**src/rtl/pet_needs_engine.sv**
```systemverilog
// pet_needs_engine: need levels, health and life-state for a virtual pet.
// N_CH need channels decay on per-channel tick periods and are restored by boost
// pulses. Health erodes while any need is critical, and the pet locks into DEAD
// when health reaches zero. A TEST mode lets an operator poke any value through
// a cursor.
//
// Input handshake: every control input (boost, heal, test_toggle, sel_next,
// test_inc, test_dec) is a single-cycle strobe sampled on the rising clk edge.
// There is no ready/backpressure; a strobe is acted on in the cycle it is high
// or dropped by the mode rules (TEST-only strobes in RUN, everything in DEAD).
module pet_needs_engine #(
  parameter int N_CH     = 4,
  parameter int VAL_W    = 3,
  parameter int VAL_MAX  = 5,
  parameter int WARN_LVL = 3,
  parameter int CRIT_LVL = 2,
  parameter int TICK_DIV = 50,
  parameter int PER_W    = 7,
  parameter int HURT_TK  = 10
) (
  input  logic                         clk,
  input  logic                         rst,
  input  logic [N_CH*PER_W-1:0]        decay_per,
  input  logic [N_CH-1:0]              boost,
  input  logic                         heal,
  input  logic                         test_toggle,
  input  logic                         sel_next,
  input  logic                         test_inc,
  input  logic                         test_dec,
  output logic [N_CH*VAL_W-1:0]        levels,
  output logic [VAL_W-1:0]             health,
  output logic [1:0]                   mood,
  output logic [1:0]                   mode,
  output logic [$clog2(N_CH+1)-1:0]    sel,
  output logic [N_CH-1:0]              crit_alarm,
  output logic                         tick
);

  localparam int SEL_W  = $clog2(N_CH + 1);
  localparam int DIV_W  = (TICK_DIV > 1) ? $clog2(TICK_DIV) : 1;
  localparam int HURT_W = $clog2(HURT_TK + 1);

  localparam logic [VAL_W-1:0]  L_MAX      = VAL_W'(VAL_MAX);
  localparam logic [VAL_W-1:0]  L_WARN     = VAL_W'(WARN_LVL);
  localparam logic [VAL_W-1:0]  L_CRIT     = VAL_W'(CRIT_LVL);
  localparam logic [VAL_W-1:0]  L_ONE      = VAL_W'(1);
  localparam logic [VAL_W-1:0]  L_ZERO     = '0;
  localparam logic [DIV_W-1:0]  PRE_LAST   = DIV_W'(TICK_DIV - 1);
  localparam logic [HURT_W-1:0] HURT_LAST  = HURT_W'(HURT_TK);
  localparam logic [SEL_W-1:0]  SEL_HEALTH = SEL_W'(N_CH);

  typedef enum logic [1:0] {
    MODE_RUN  = 2'd0,
    MODE_TEST = 2'd1,
    MODE_DEAD = 2'd2
  } mode_e;

  mode_e             mode_q, mode_d;
  logic [SEL_W-1:0]  sel_q, sel_d;
  logic [DIV_W-1:0]  pre_q, pre_d;
  logic              tick_q, tick_d;
  logic [VAL_W-1:0]  lvl_q [N_CH];
  logic [VAL_W-1:0]  lvl_d [N_CH];
  logic [VAL_W-1:0]  health_q, health_d;
  logic [PER_W-1:0]  dcnt_q [N_CH];
  logic [PER_W-1:0]  dcnt_d [N_CH];
  logic [HURT_W-1:0] hurt_q, hurt_d;
  logic [1:0]        mood_q, mood_d;
  logic [N_CH-1:0]   was_crit_q, was_crit_d;
  logic [N_CH-1:0]   alarm_q, alarm_d;

  logic [PER_W-1:0]  per [N_CH];
  logic [N_CH-1:0]   decay_ev;
  logic              hurt_ev;
  logic              any_crit;
  logic              any_warn;

  for (genvar g = 0; g < N_CH; g++) begin : g_slice
    assign per[g]                   = decay_per[g*PER_W +: PER_W];
    assign levels[g*VAL_W +: VAL_W] = lvl_q[g];
  end

  assign health     = health_q;
  assign mood       = mood_q;
  assign mode       = mode_q;
  assign sel        = sel_q;
  assign crit_alarm = alarm_q;
  assign tick       = tick_q;

  // Free-running prescaler; tick is high the cycle after the counter wraps.
  always_comb begin
    tick_d = (pre_q == PRE_LAST);
    pre_d  = tick_d ? '0 : pre_q + DIV_W'(1);
  end

  // Threshold summary over the need channels (health handled separately).
  always_comb begin
    any_crit = 1'b0;
    any_warn = 1'b0;
    for (int i = 0; i < N_CH; i++) begin
      if (lvl_q[i] <= L_CRIT) any_crit = 1'b1;
      if (lvl_q[i] <= L_WARN) any_warn = 1'b1;
    end
  end

  // Mode FSM: zero health beats a toggle; DEAD is left only through rst.
  always_comb begin
    mode_d = mode_q;
    case (mode_q)
      MODE_RUN: begin
        if (health_q == L_ZERO)  mode_d = MODE_DEAD;
        else if (test_toggle)    mode_d = MODE_TEST;
      end
      MODE_TEST: begin
        if (health_q == L_ZERO)  mode_d = MODE_DEAD;
        else if (test_toggle)    mode_d = MODE_RUN;
      end
      MODE_DEAD: mode_d = MODE_DEAD;
      default:   mode_d = MODE_DEAD;
    endcase
  end

  // Decay and hurt counters advance on ticks in RUN only and freeze elsewhere.
  always_comb begin
    dcnt_d   = dcnt_q;
    decay_ev = '0;
    hurt_d   = hurt_q;
    hurt_ev  = 1'b0;
    if (mode_q == MODE_RUN) begin
      for (int i = 0; i < N_CH; i++) begin
        if (per[i] == '0) begin
          dcnt_d[i] = '0;
        end else if (tick_q) begin
          if (dcnt_q[i] + PER_W'(1) == per[i]) begin
            decay_ev[i] = 1'b1;
            dcnt_d[i]   = '0;
          end else begin
            dcnt_d[i] = dcnt_q[i] + PER_W'(1);
          end
        end
      end
      if (tick_q) begin
        if (!any_crit) begin
          hurt_d = '0;
        end else if (hurt_q + HURT_W'(1) == HURT_LAST) begin
          hurt_ev = 1'b1;
          hurt_d  = '0;
        end else begin
          hurt_d = hurt_q + HURT_W'(1);
        end
      end
    end
  end

  // Level, health and cursor updates; a pending DEAD clears every value.
  always_comb begin
    lvl_d    = lvl_q;
    health_d = health_q;
    sel_d    = sel_q;
    case (mode_q)
      MODE_RUN: begin
        for (int i = 0; i < N_CH; i++) begin
          if (boost[i] && !decay_ev[i]) begin
            if (lvl_q[i] < L_MAX) lvl_d[i] = lvl_q[i] + L_ONE;
          end else if (decay_ev[i] && !boost[i]) begin
            if (lvl_q[i] > L_ONE) lvl_d[i] = lvl_q[i] - L_ONE;
          end
        end
        if (heal && !hurt_ev) begin
          if (health_q < L_MAX) health_d = health_q + L_ONE;
        end else if (hurt_ev && !heal) begin
          if (health_q > L_ZERO) health_d = health_q - L_ONE;
        end
      end
      MODE_TEST: begin
        if (!test_toggle) begin
          if (sel_next) sel_d = (sel_q >= SEL_HEALTH) ? '0 : sel_q + SEL_W'(1);
          if (test_inc != test_dec) begin
            if (sel_q == SEL_HEALTH) begin
              if (test_inc && health_q < L_MAX)  health_d = health_q + L_ONE;
              if (test_dec && health_q > L_ZERO) health_d = health_q - L_ONE;
            end
            for (int i = 0; i < N_CH; i++) begin
              if (sel_q == SEL_W'(i)) begin
                if (test_inc && lvl_q[i] < L_MAX)  lvl_d[i] = lvl_q[i] + L_ONE;
                if (test_dec && lvl_q[i] > L_ZERO) lvl_d[i] = lvl_q[i] - L_ONE;
              end
            end
          end
        end
      end
      default: ;
    endcase
    if (mode_d == MODE_DEAD) begin
      for (int i = 0; i < N_CH; i++) lvl_d[i] = '0;
      health_d = '0;
    end
  end

  // Mood and critical-entry alarms, both one cycle behind the values.
  always_comb begin
    if (mode_q == MODE_DEAD)                         mood_d = 2'd3;
    else if (any_crit || health_q <= L_CRIT)         mood_d = 2'd2;
    else if (any_warn || health_q <= L_WARN)         mood_d = 2'd1;
    else                                             mood_d = 2'd0;
    was_crit_d = '0;
    alarm_d    = '0;
    for (int i = 0; i < N_CH; i++) begin
      was_crit_d[i] = (lvl_q[i] <= L_CRIT);
      alarm_d[i]    = was_crit_d[i] && !was_crit_q[i] &&
                      (mode_q != MODE_DEAD) && (mode_d != MODE_DEAD);
    end
  end

  // State registers with synchronous reset to a full, healthy, running pet.
  always_ff @(posedge clk) begin
    if (rst) begin
      mode_q     <= MODE_RUN;
      sel_q      <= '0;
      pre_q      <= '0;
      tick_q     <= 1'b0;
      health_q   <= L_MAX;
      hurt_q     <= '0;
      mood_q     <= 2'd0;
      was_crit_q <= '0;
      alarm_q    <= '0;
      for (int i = 0; i < N_CH; i++) begin
        lvl_q[i]  <= L_MAX;
        dcnt_q[i] <= '0;
      end
    end else begin
      mode_q     <= mode_d;
      sel_q      <= sel_d;
      pre_q      <= pre_d;
      tick_q     <= tick_d;
      health_q   <= health_d;
      hurt_q     <= hurt_d;
      mood_q     <= mood_d;
      was_crit_q <= was_crit_d;
      alarm_q    <= alarm_d;
      for (int i = 0; i < N_CH; i++) begin
        lvl_q[i]  <= lvl_d[i];
        dcnt_q[i] <= dcnt_d[i];
      end
    end
  end

endmodule

```
**config.mk**
```make
export PLATFORM = sky130hd
export DESIGN_NAME = pet_needs_engine
export DESIGN_NICKNAME = d
export VERILOG_FILES = /design/src/rtl/pet_needs_engine.sv
export SDC_FILE = /design/constraint.sdc
export NUM_CORES = 1
export LEC_CHECK = 0
export CAP_MARGIN = 20
export CORE_MARGIN = 2
export CORE_UTILIZATION = 25
export CTS_CLUSTER_DIAMETER = 120
export CTS_CLUSTER_SIZE = 14
export DETAILED_ROUTE_END_ITERATION = 16
export PLACE_DENSITY_LB_ADDON = 0.12
export SYNTH_ARGS = -nofsm -noshare
export SYNTH_HDL_FRONTEND = slang
export SYNTH_SLANG_ARGS = --single-unit
```
**constraint.sdc**
```tcl
create_clock -name clk -period 6.1 [get_ports clk]
set_input_delay 0.915 -clock clk [delete_from_list [all_inputs] [get_ports clk]]
set_output_delay 0.915 -clock clk [all_outputs]
set_load 0.005 [all_outputs]
```
Yosys cells after proc, flatten, opt, wreduce, memory -nomap -nowiden. Index checks and enable logic that the tools add are counted.

$add $sub $neg: 17. Order comparisons: 25. Equality and inequality tests: 70. Mux-type cells: 91. Bitwise logic cells: 1. Reductions and logical operators: 79.

Operators with widths (number): $mux 3 (39); $mux 7 (12); $reduce_and 8->1 (10); $ne 4x1->1 const B (10); $mux 12 (3); $ne 3x3->1 const B (12); $logic_and 1x1->1 (32); $le 3x2->1 const B (10); $ne 3x1->1 const B (10); $add 7x1->7 const B (4); $eq 7x7->1 (4); $logic_not 7->1 (4); $gt 3x1->1 const B (9); $mux 1 (25); $pmux 12 s2 (1); $ne 4x2->1 const B (5); $ne 4x4->1 const B (5); $add 3x1->3 const B (6); $ne 2x2->1 const B (9); $lt 3x3->1 const B (5); $ne 3x2->1 const B (5); $sub 3x1->3 const B (5); $logic_not 1->1 (14); $mux 2 (6); 23 further kinds (38).

Flip-flop bits (word level): 69. Bits of input ports: 39. Output and inout port bits: 27. Logic and storage cells: 305.

Depth between registers and ports, before layout. Gate-level depths: netlist of the first run.

Depth in word-level cells: 13. Depth in mapped cells: 9. Gate-level depth less buffers: 9.

Worst setup path before layout of the first run. Ideal clock, no wire load.

Path type: input -> register. Start point: input decay_per[24]. End point: register lvl_q (netlist bit levels[10]). Setup time: 0.071 ns. Arrival: 3.017 ns. Required time: 6.029 ns. Path slack: 3.012 ns. Cell stages on the path: 8. Path buffers: 1. Cells stage by stage: xor2_1 -> xnor2_1 -> or4_1 -> or4_4 -> buf_6 -> and4b_1 -> or4_1 -> a21oi_1.

Cells in the longest elaborated chain, start to end: 9. Elaborated cells between the ends (all ways): 15. Those cells by class: eq/ne: 4; mux: 6; reduce/logical: 5.

Ends and longest elaborated chain: from (decl) (RTL line 23) `input logic [N_CH*PER_W-1:0] decay_per,`; $eq 7x7->1 (RTL line 134) `if (dcnt_q[i] + PER_W'(1) == per[i]) begin`; $mux 1 (RTL line 134); $mux 1 (RTL line 133) `end else if (tick_q) begin`; $mux 1 (*) (RTL line 131) `if (per[i] == '0) begin`; $mux 4 (*) (RTL line 129) `if (mode_q == MODE_RUN) begin`; $logic_not 1->1 (RTL line 163) `if (boost[i] && !decay_ev[i]) begin`; $logic_and 1x1->1 (RTL line 163); $ne 3x2->1 (no line) (tied with other cells); $reduce_and 8->1 (no line) or $pmux 12 s2 (tied branches); to (signal, indexed assignment) (RTL line 242) `lvl_q[i] <= lvl_d[i];`; to (decl) (RTL line 62) `logic [VAL_W-1:0] lvl_q [N_CH];`.

Every way passes the cells marked *; elsewhere a longest branch is shown, timed or not. A chain may end at the register's enable or synchronous reset.

Worst setup path after layout of the first run.
Start point: input decay_per[16]. End point: register lvl_q (netlist bit levels[8]).

Cells in the longest elaborated chain, start to end: 10. Elaborated cells between the ends (all ways): 16. Those cells by class: eq/ne: 4; mux: 7; reduce/logical: 5.

Ends and longest elaborated chain: $eq 7x7->1 (RTL line 134); $mux 1 (RTL line 134); $mux 1 (RTL line 133); $mux 1 (*) (RTL line 131); $mux 4 (*) (RTL line 129); $logic_not 1->1 (RTL line 163); $logic_and 1x1->1 (RTL line 163); $mux 3 (RTL line 163); $pmux 12 s2 (RTL line 160) `case (mode_q)`; $mux 12 (RTL line 194) `if (mode_d == MODE_DEAD) begin`.

Marks and branches as above.

==> results of run 1 <==
==> final cells by class <==
class | count | area (sq um)
flip-flops and latches | 69 | 1381
inverters | 29 | 108.9
multi-input cells | 523 | 3498
fillers | 2169 | 13870
clock buffers | 11 | 252.7
repair buffers | 68 | 668.1
clock inverters | 4 | 47.55
well taps | 270 | 337.8
==> cells by family (layout without fill, tap and decap cells) <==
logic type | Yosys count | after routing | share of synthesized area
muxes | 14 | 14 | 0.02788
and+or+nand+nor | 245 | 245 | 0.2480
AOI/OAI and AO/OA | 175 | 175 | 0.2240
DFF | 69 | 69 | 0.2700
xor gates and xnor gates | 49 | 49 | 0.08388
adders and majority gates | 40 | 40 | 0.09782
buffers and inverters | 57 | 112 | 0.04842
==> metrics by stage <==
stage               setup slack [ns]  instance area [sq um]  total power [uW]
detailed placement             2.288                   5995              1495
global placement               2.367                   5995              1493
finish                         2.609                   6295              2032
CTS                            2.643                   6295              2053
global route                   2.444                   6295              2182
floorplan                      3.012                   5116              1163
==> per-layer routing <==
metal  vias up  wire, um  track usage
li1       2487         -            -
met1      2369      7426       0.1919
met2       122      7438       0.2432
met3        22       734      0.02112
met4         0       362      0.06490
met5         -         0            0
==> registers in the layout (all words and copies together), names as in the netlist <==
signal / count
hurt_q: 4
crit_alarm: 4
dcnt_q: 28
mood: 2
tick: 1
pre_q: 6
levels: 12
health: 3
mode: 2
sel: 3
was_crit_q: 4
==> how the worst min path moves through the flow <==
stage                                   from                       end  slack (ns)  cells after the start
floorplan           was_crit_q[0]$_SDFF_PP0_  crit_alarm[0]$_SDFF_PP0_        0.38                      1
global placement    was_crit_q[0]$_SDFF_PP0_  crit_alarm[0]$_SDFF_PP0_        0.38                      1
detailed placement  was_crit_q[3]$_SDFF_PP0_  crit_alarm[3]$_SDFF_PP0_        0.39                      1
CTS                 was_crit_q[1]$_SDFF_PP0_  crit_alarm[1]$_SDFF_PP0_        0.40                      1
global route        was_crit_q[3]$_SDFF_PP0_  crit_alarm[3]$_SDFF_PP0_        0.40                      1
finish              was_crit_q[2]$_SDFF_PP0_  crit_alarm[2]$_SDFF_PP0_        0.39                      1
==> power by group <==
part	leakage [uW]	internal [uW]	total [uW]	switching, uW
Combinational	0.00159	395	859	464
Sequential	0.000561	516	629	112
Clock	0.000147	335	545	210
Total	0.00230	1250	2030	786
==> critical path, cell delays in order <==
cell,delay [ns]
clkdlybuf4s50_1,0.47
nand2b_1,0.19
o211a_1,0.21
o32a_1,0.31
nor4_2,0.63
mux2i_1,0.29
o311a_1,0.39
a311o_1,0.31
==> Yosys cell counts, types with 2 or more instances <==
library cell  count
o22ai_1           3
and4_1            2
or3_1            11
o41ai_1           2
nor3_1           20
and2_1            2
o2111ai_1         4
dfxtp_1          69
mux2_2            2
o211ai_1          4
buf_6             3
nand2b_1         12
nor2b_1          10
nand2_1          46
nor4_1           10
or4_1             8
nor4b_1           3
nand3_1          27
o21ai_0          45
nor3b_1           8
inv_1            29
a21oi_1          44
mux2i_1          12
a311oi_1         22
nand4_1           4
nand3b_1          2
o21a_1            7
xor2_1           20
a22oi_1           4
or2_2             2
a211o_1           3
a21o_1            3
xnor2_1          29
nor2_1           62
o31ai_1           6
ha_1             40
clkbuf_1         22
a311o_1           3
a41oi_1           4
and3_1            7
a31oi_1          10
==> run_results.csv, run 1 <==
group,metric,value,unit
status,status,"completed",
worst_setup_path,r2r-end,"health[0]$_SDFFE_PP1P_",
yosys,synth.avg_cell_area,7.883,sq um
worst_setup_path,r2r_start,"levels[6]$_SDFFE_PP1P_",
layout,final_common_cell,"dfxtp_1",
sta,rsz0062_at_grt,"false",
clock_network,cts_buffers,9,
sta,fin_crit,3.491,ns
sta,setup_viol,0,
worst_setup_path,r2r_setup_slack,2.77,ns
global_routing,grt_pass1_wl,25.43,mm
sta,hold_slack,0.3911,ns
drt,vias_per_cell,5.133,
sta,hold_viol_final,0,
hold_path,min_path_type,"reg2reg",
drt,routed_wl,15.96,mm
pwr,leakage,0.002303,uW
layout,antenna_cells,0,
drt,antenna_left,0,
clock_network,clock_path_buffers,2,
yosys,synth.net_count,728,
worst_setup_path,r2r_cells,8,
layout,stdcell_count,974,
die,core,20170,sq um
global_routing,antenna_found_initial,0,
global_routing,track_usage,0.1474,
layout,area_growth_syn_to_layout,23.04,%
layout,drive_gt1_frac,0.04688,
die,die_y,147.1,um
sta,finalClockSkew,0.006163,ns
yosys,ys_seq_area_frac,0.2700,
yosys,synthDistinctLibCells,64,
yosys,synth_cells,649,
drt,vias,5000,
worst_setup_path,cp-end-kind,"flip-flop",
clock_network,cts_root_buf,"clkbuf_16",
clock_network,clkTransAtPathRegs,0.06,ns
yosys,ys_async_sr_fraction,0,
sta,tightestPinTransition,1.073,ns
placed_design,hpwl,11.67,mm
clock_network,cts.htree.levels,3,
global_routing,grt_pass1_vias,4854,
yosys,yosys_warnings,0,
yosys,synth-seq-cells,69,
worst_setup_path,crit_path_end,"levels[8]$_SDFFE_PP1P_",
yosys,synth-edff-count,0,
placed_design,place_inst,959,
placed_design,portBuffers,65,
drt,drc,0,
sta,tns,0,ns
drt,drt_iter0_markers,306,
flow_run,drv_cap,0,
clock_network,cts.sinks,69,
worst_setup_path,worstPathRequired,6.33,ns
clock_network,insertion_delay,0.34,ns
drt,drt_pass1_iterations,4,
drt,wire_per_inst,16.39,um
worst_setup_path,startpoint,"decay_per[16]",
yosys,synth_top_cell_by_area,"dfxtp_1",
layout,final_cell_mix,"69 x dfxtp_1, 64 x clkdlybuf4s50_1, 62 x nor2_1, 46 x nand2_1, 45 x o21ai_0",
die,rows,52,
worst_setup_path,critPathLaunchType,"input port",
clock_network,ctsResizeCount,0,
sta,period_share,0.5723,
global_routing,grt_max_degree,51,
layout,nets,779,
die,die_w,147.1,um
pwr,powerDensity,322.8,nW/um^2
yosys,ys.flop_type,"dfxtp_1",
worst_setup_path,worstSetupPathType,"in2reg",
die,start_util,0.2537,
clock_network,cts_setup_buffers,0,
layout,utilization,0.3121,
yosys,synth.area.top_cells,"dfxtp_1 27%, ha_1 9.8%, xnor2_1 5.0%",
clock_network,cts_tree,"yes",
global_routing,overflow,0,
yosys,syn_area,5116,sq um
worst_setup_path,crit_path_max_fanout,5,
clock_network,hold_buffers,0,
die,io_pins,66,
pwr,vdd_drop_max,130.5,uV
yosys,yosysTopAreaCellShare,0.2700,
sta,slew_violations,0,
sta,fmax,286.5,MHz
die,die-area,21630,sq um
placed_design,place_congestion,0.8180,
sta,relSlewSlack,0.2752,
worst_setup_path,crit_arrival,3.72,ns
Note: power is estimated with default switching activity, not from simulation.
==> run 2: changes to the inputs <==
==> constraint.sdc (replaced) <==
create_clock -name clk -period 2.83 [get_ports clk]
set_input_delay 0.4245 -clock clk [delete_from_list [all_inputs] [get_ports clk]]
set_output_delay 0.4245 -clock clk [all_outputs]
set_load 0.005 [all_outputs]
==> run_results.csv, run 2 (synthesized netlist as in run 1, its figures left out) <==
group,metric,value,unit
clock_network,cts.htree.levels,3,
worst_setup_path,cp-end-kind,"flip-flop",
sta,slew_violations,0,
worst_setup_path,crit_arrival,3.01,ns
clock_network,hold_buffers,0,
sta,period_share,0.9690,
global_routing,track_usage,0.1541,
worst_setup_path,worstSetupPathType,"in2reg",
die,die-area,21630,sq um
hold_path,min_path_type,"in2reg",
die,core,20170,sq um
worst_setup_path,critPathLaunchType,"input port",
die,die_w,147.1,um
layout,largest-register,"dcnt_q",
global_routing,antenna_found_initial,0,
drt,vias_per_cell,5.038,
clock_network,cts_buffers,9,
die,io_pins,66,
layout,fill_cells,2157,
placed_design,place_inst,1028,
worst_setup_path,path_cells,"clkdlybuf4s50_1 -> xor2_1 -> nand2_1 -> or4_1 -> or4_4 -> and4b_1 -> or4_1 -> a21oi_1",
die,die_y,147.1,um
pwr,leakage,0.002662,uW
sta,setup_viol,0,
drt,drt_pass1_iterations,5,
layout,design_area,6880,sq um
sta,tns,0,ns
drt,antenna_left,0,
clock_network,cts.sinks,69,
status,status,"completed",
die,rows,52,
global_routing,grt_pass1_vias,5134,
global_routing,grt_pass1_wl,26.57,mm
drt,vias,5270,
sta,rsz0062_at_grt,"false",
clock_network,clock_path_buffers,2,
drt,drc,0,
drt,drt_iter0_markers,267,
layout,final_common_cell,"buf_4",
drt,routed_wl,16.41,mm
global_routing,grt_max_degree,27,
layout,drive_gt1_frac,0.1456,
sta,relSlewSlack,0.5647,
worst_setup_path,crit_top_cell,"or4_1",
sta,finalClockSkew,0.004287,ns
clock_network,cts_tree,"yes",
sta,hold_viol_final,0,
sta,fmax,364.7,MHz
pwr,power,4510,uW
placed_design,postPlaceCellArea,6502,sq um
placed_design,portBuffers,65,
clock_network,clkTransAtPathRegs,0.06,ns
die,start_util,0.2537,
placed_design,place_congestion,0.8304,
drt,wire_per_inst,15.69,um
sta,fin_crit,2.742,ns
layout,stdcell_count,1046,
worst_setup_path,crit_path_max_fanout,2,
pwr,powerDensity,655.5,nW/um^2
placed_design,hpwl,12.77,mm
flow_run,drv_cap,0,
worst_setup_path,slowest_delay,0.52,ns
layout,antenna_cells,0,
pwr,vdd_drop_max,322.1,uV
clock_network,insertion_delay,0.34,ns
layout,final_cell_mix,"73 x buf_4, 67 x dfxtp_1, 64 x clkdlybuf4s50_1, 61 x nor2_1, 46 x nand2_1",
global_routing,overflow,0,
worst_setup_path,slowest_stage,"or4_1",
clock_network,cts_root_buf,"clkbuf_16",
layout,nets,850,
layout,utilization,0.3411,
sta,tightestPinTransition,0.6506,ns
worst_setup_path,worstPathRequired,3.10,ns
layout,area_growth_syn_to_layout,34.48,%
layout,largest_reg_flops,28,
## run 2: changes by cell type in the layout (fill, tap and decap cells not counted), moves of 2 or more
cell and change:
ha_1 -3, o41ai_1 -2, dfxtp_1 -2, o41ai_2 +2, buf_4 +70, ha_2 +2
dfxtp_2 +2
## run 2: layout make-up
| type | count | area [sq um] | share of cell area |
|---|---|---|---|
| clock inverters | 3 | 42.54 | 0.006183 |
| flip-flops and latches | 69 | 1384 | 0.2011 |
| multi-input cells | 523 | 3538 | 0.5143 |
| well taps | 270 | 337.8 | 0.04910 |
| clock buffers | 13 | 270.3 | 0.03928 |
| repair buffers | 139 | 1199 | 0.1742 |
| inverters | 29 | 108.9 | 0.01582 |
## run 2: repair_timing
item,CTS,global route
resized for setup,1,9
setup endpoints to repair,1,10
buffers inserted,0,1
pin swaps,2,3
## run 2: critical path, delay by kind of cell
kind	cells	cell delay, ns
AOI/OAI and AO/OA	1	0.14
xor gates and xnor gates	1	0.16
buffers and inverters	1	0.50
and+or+nand+nor	5	1.78
## run 2: power by group
| part | leakage (uW) | internal (uW) | switching [uW] |
|---|---|---|---|
| clock network | 0.000152 | 753 | 437 |
| registers | 0.000562 | 1110 | 146 |
| logic | 0.00195 | 965 | 1100 |
## run 2: routing by layer
metal	wire length, um	track usage	up-vias
met3	596	0.03012	17
met2	8062	0.2638	104
met5	0	0	-
met4	238	0.04663	0
li1	-	-	2633
met1	7513	0.1963	2516
## run 2: per-stage QoR
stage                     hold slack (ns)  setup slack [ns]
after global placement             0.3824           -0.2785
after global routing               0.3331           0.01220
after CTS                          0.3273           0.01604
after floorplan                    0.3763           0.02191
after detailed placement           0.3878           -0.3142
final                              0.3366           0.08768
## run 2: worst paths after layout
kind / endpoint / slack (ns) / cells past startpoint / from
worst min register to register: crit_alarm[2]$_SDFF_PP0_ / 0.39 / 1 / was_crit_q[2]$_SDFF_PP0_
worst max-delay path: levels[10]$_SDFFE_PP0P_ / 0.09 / 8 / decay_per[21]
worst min-delay path: dcnt_q[17]$_SDFFE_PP0P_ / 0.34 / 2 / rst
worst max register to register: levels[10]$_SDFFE_PP0P_ / 0.12 / 8 / dcnt_q[0]$_SDFFE_PP0P_
==> run 3: changes to the inputs <==
--- a/config.mk
+++ b/config.mk
@@ -5,12 +5,12 @@
 export SDC_FILE = /design/constraint.sdc
 export NUM_CORES = 1
 export LEC_CHECK = 0
-export CAP_MARGIN = 20
 export CORE_MARGIN = 2
 export CORE_UTILIZATION = 25
 export CTS_CLUSTER_DIAMETER = 120
 export CTS_CLUSTER_SIZE = 14
 export DETAILED_ROUTE_END_ITERATION = 16
+export HOLD_SLACK_MARGIN = 0.08
 export PLACE_DENSITY_LB_ADDON = 0.12
 export SYNTH_ARGS = -nofsm -noshare
 export SYNTH_HDL_FRONTEND = slang
==> run_results.csv, run 3 (synthesized netlist as in run 1, its figures left out) <==
group,metric,value,unit
clock_network,insertion_delay,0.34,ns
flow_run,drv_cap,0,
layout,final_common_cell,"buf_4",
sta,fin_crit,2.740,ns
worst_setup_path,cp-end-kind,"flip-flop",
pwr,power,4504,uW
layout,largest-register,"dcnt_q",
drt,vias_per_cell,5.030,
drt,drc,0,
clock_network,cts_root_buf,"clkbuf_16",
drt,routed_wl,16.35,mm
pwr,switching_share,0.3719,
worst_setup_path,critPathLaunchType,"input port",
drt,wire_per_inst,15.65,um
sta,finalClockSkew,0.004588,ns
sta,rsz0062_at_grt,"false",
layout,area_growth_syn_to_layout,34.51,%
clock_network,cts.sinks,69,
clock_network,cts.htree.levels,3,
die,die_y,147.1,um
layout,final_cell_mix,"73 x buf_4, 67 x dfxtp_1, 64 x clkdlybuf4s50_1, 61 x nor2_1, 46 x nand2_1",
die,rows,52,
drt,drt_iter0_markers,242,
pwr,vdd_drop_max,321.6,uV
layout,nets,849,
layout,antenna_cells,0,
sta,fmax,364.9,MHz
global_routing,track_usage,0.1541,
global_routing,grt_max_degree,27,
worst_setup_path,worstSetupPathType,"in2reg",
hold_path,holdCritStartpoint,"rst",
sta,tightestPinTransition,0.6863,ns
clock_network,cts_buffers,9,
drt,vias,5256,
placed_design,place_congestion,0.8304,
global_routing,grt_pass1_wl,26.57,mm
worst_setup_path,worstPathRequired,3.10,ns
clock_network,clock_path_buffers,2,
global_routing,antenna_found_initial,0,
worst_setup_path,startpoint,"decay_per[21]",
die,start_util,0.2537,
sta,hold_viol_final,0,
pwr,p_sw,1675,uW
status,status,"completed",
clock_network,cts_tree,"yes",
clock_network,clkTransAtPathRegs,0.05,ns
sta,slew_violations,0,
die,die_w,147.1,um
pwr,powerDensity,654.5,nW/um^2
sta,tns,0,ns
hold_path,min_path_type,"in2reg",
worst_setup_path,crit_arrival,3.01,ns
pwr,comb_power_share,0.457,
drt,antenna_left,0,
layout,drive_gt1_frac,0.1458,
pwr,power_frac_seq,0.279,
worst_setup_path,crit_path_max_fanout,2,
global_routing,overflow,0,
placed_design,portBuffers,65,
layout,largest_reg_flops,28,
pwr,clockPowerShare,0.264,
die,die-area,21630,sq um
pwr,p_int,2829,uW
global_routing,grt_pass1_vias,5134,
worst_setup_path,r2r_start,"dcnt_q[0]$_SDFFE_PP0P_",
die,io_pins,66,
die,core,20170,sq um
placed_design,hpwl,12.77,mm
pwr,leakage,0.002656,uW
sta,period_share,0.9683,
sta,setup_viol,0,
drt,drt_pass1_iterations,4,
sta,relSlewSlack,0.5387,
-- run 3: cell count changes in the layout (fill, tap and decap cells not counted) --
cell,delta
nor4_1,-1
buf_2,-1
nor4_2,+1
-- run 3: path summary, 6_finish.rpt --
kind                                            endpoint  slack, ns  cells past startpoint
worst max-delay path             levels[10]$_SDFFE_PP0P_       0.09                      8
worst min-delay path             dcnt_q[17]$_SDFFE_PP0P_       0.33                      2
worst max register to register   levels[10]$_SDFFE_PP0P_       0.12                      8
worst min register to register  crit_alarm[2]$_SDFF_PP0_       0.39                      1
-- run 3: layout make-up --
cell class,instances,area [sq um]
tap,270,337.8
clock buffer,13,270.3
inverter,29,108.9
sequential,69,1384
timing repair buffer,138,1194
fill,2153,13290
clock inverter,3,42.54
multi-input combinational,523,3545
-- run 3: metal layers --
layer / vias up / GRT usage / part of all wire
li1: 2632 / - / -
met5: - / 0 / 0
met2: 103 / 0.2638 / 0.49
met3: 17 / 0.03012 / 0.038
met1: 2504 / 0.1963 / 0.46
met4: 0 / 0.04663 / 0.014
-- run 3: timing repair --
action                     4_1_cts  5_1_grt
pin swaps                        2        3
resized for setup                1       10
hold buffers                     0        0
setup buffers                    0        1
setup endpoints to repair        1       13
-- run 3: critical path, stage by stage --
cell and delay [ns]:
clkdlybuf4s50_1 0.51, xor2_1 0.16, nand2_1 0.08, or4_1 0.47, or4_4 0.50, and4b_1 0.21, or4_1 0.52, a21oi_1 0.14
-- run 3: through the flow --
| stage | instance area [sq um] | setup WS [ns] | hold slack (ns) | util | instances |
|---|---|---|---|---|---|
| 2_1_floorplan | 5117 | 0.02191 | 0.3763 | - | 649 |
| 3_3_place_gp | 6502 | -0.2785 | 0.3824 | 0.3224 | 1028 |
| 3_5_place_dp | 6502 | -0.3142 | 0.3878 | 0.3224 | 1028 |
| 4_1_cts | 6828 | 0.01604 | 0.3273 | 0.3385 | 1044 |
| 5_1_grt | 6882 | 0.01220 | 0.3331 | 0.3412 | 1045 |
| 6_report | 6882 | 0.08971 | 0.3347 | 0.3412 | 1045 |
-- run 3: power by group through the flow --
stage	logic, uW	clock network, uW	registers, uW
5_1_grt	2320	1280	1280
3_3_place_gp	2030	0	1280
4_1_cts	2060	1240	1260
2_1_floorplan	1240	0	1270
6_report	2060	1190	1260
3_5_place_dp	2050	0	1280
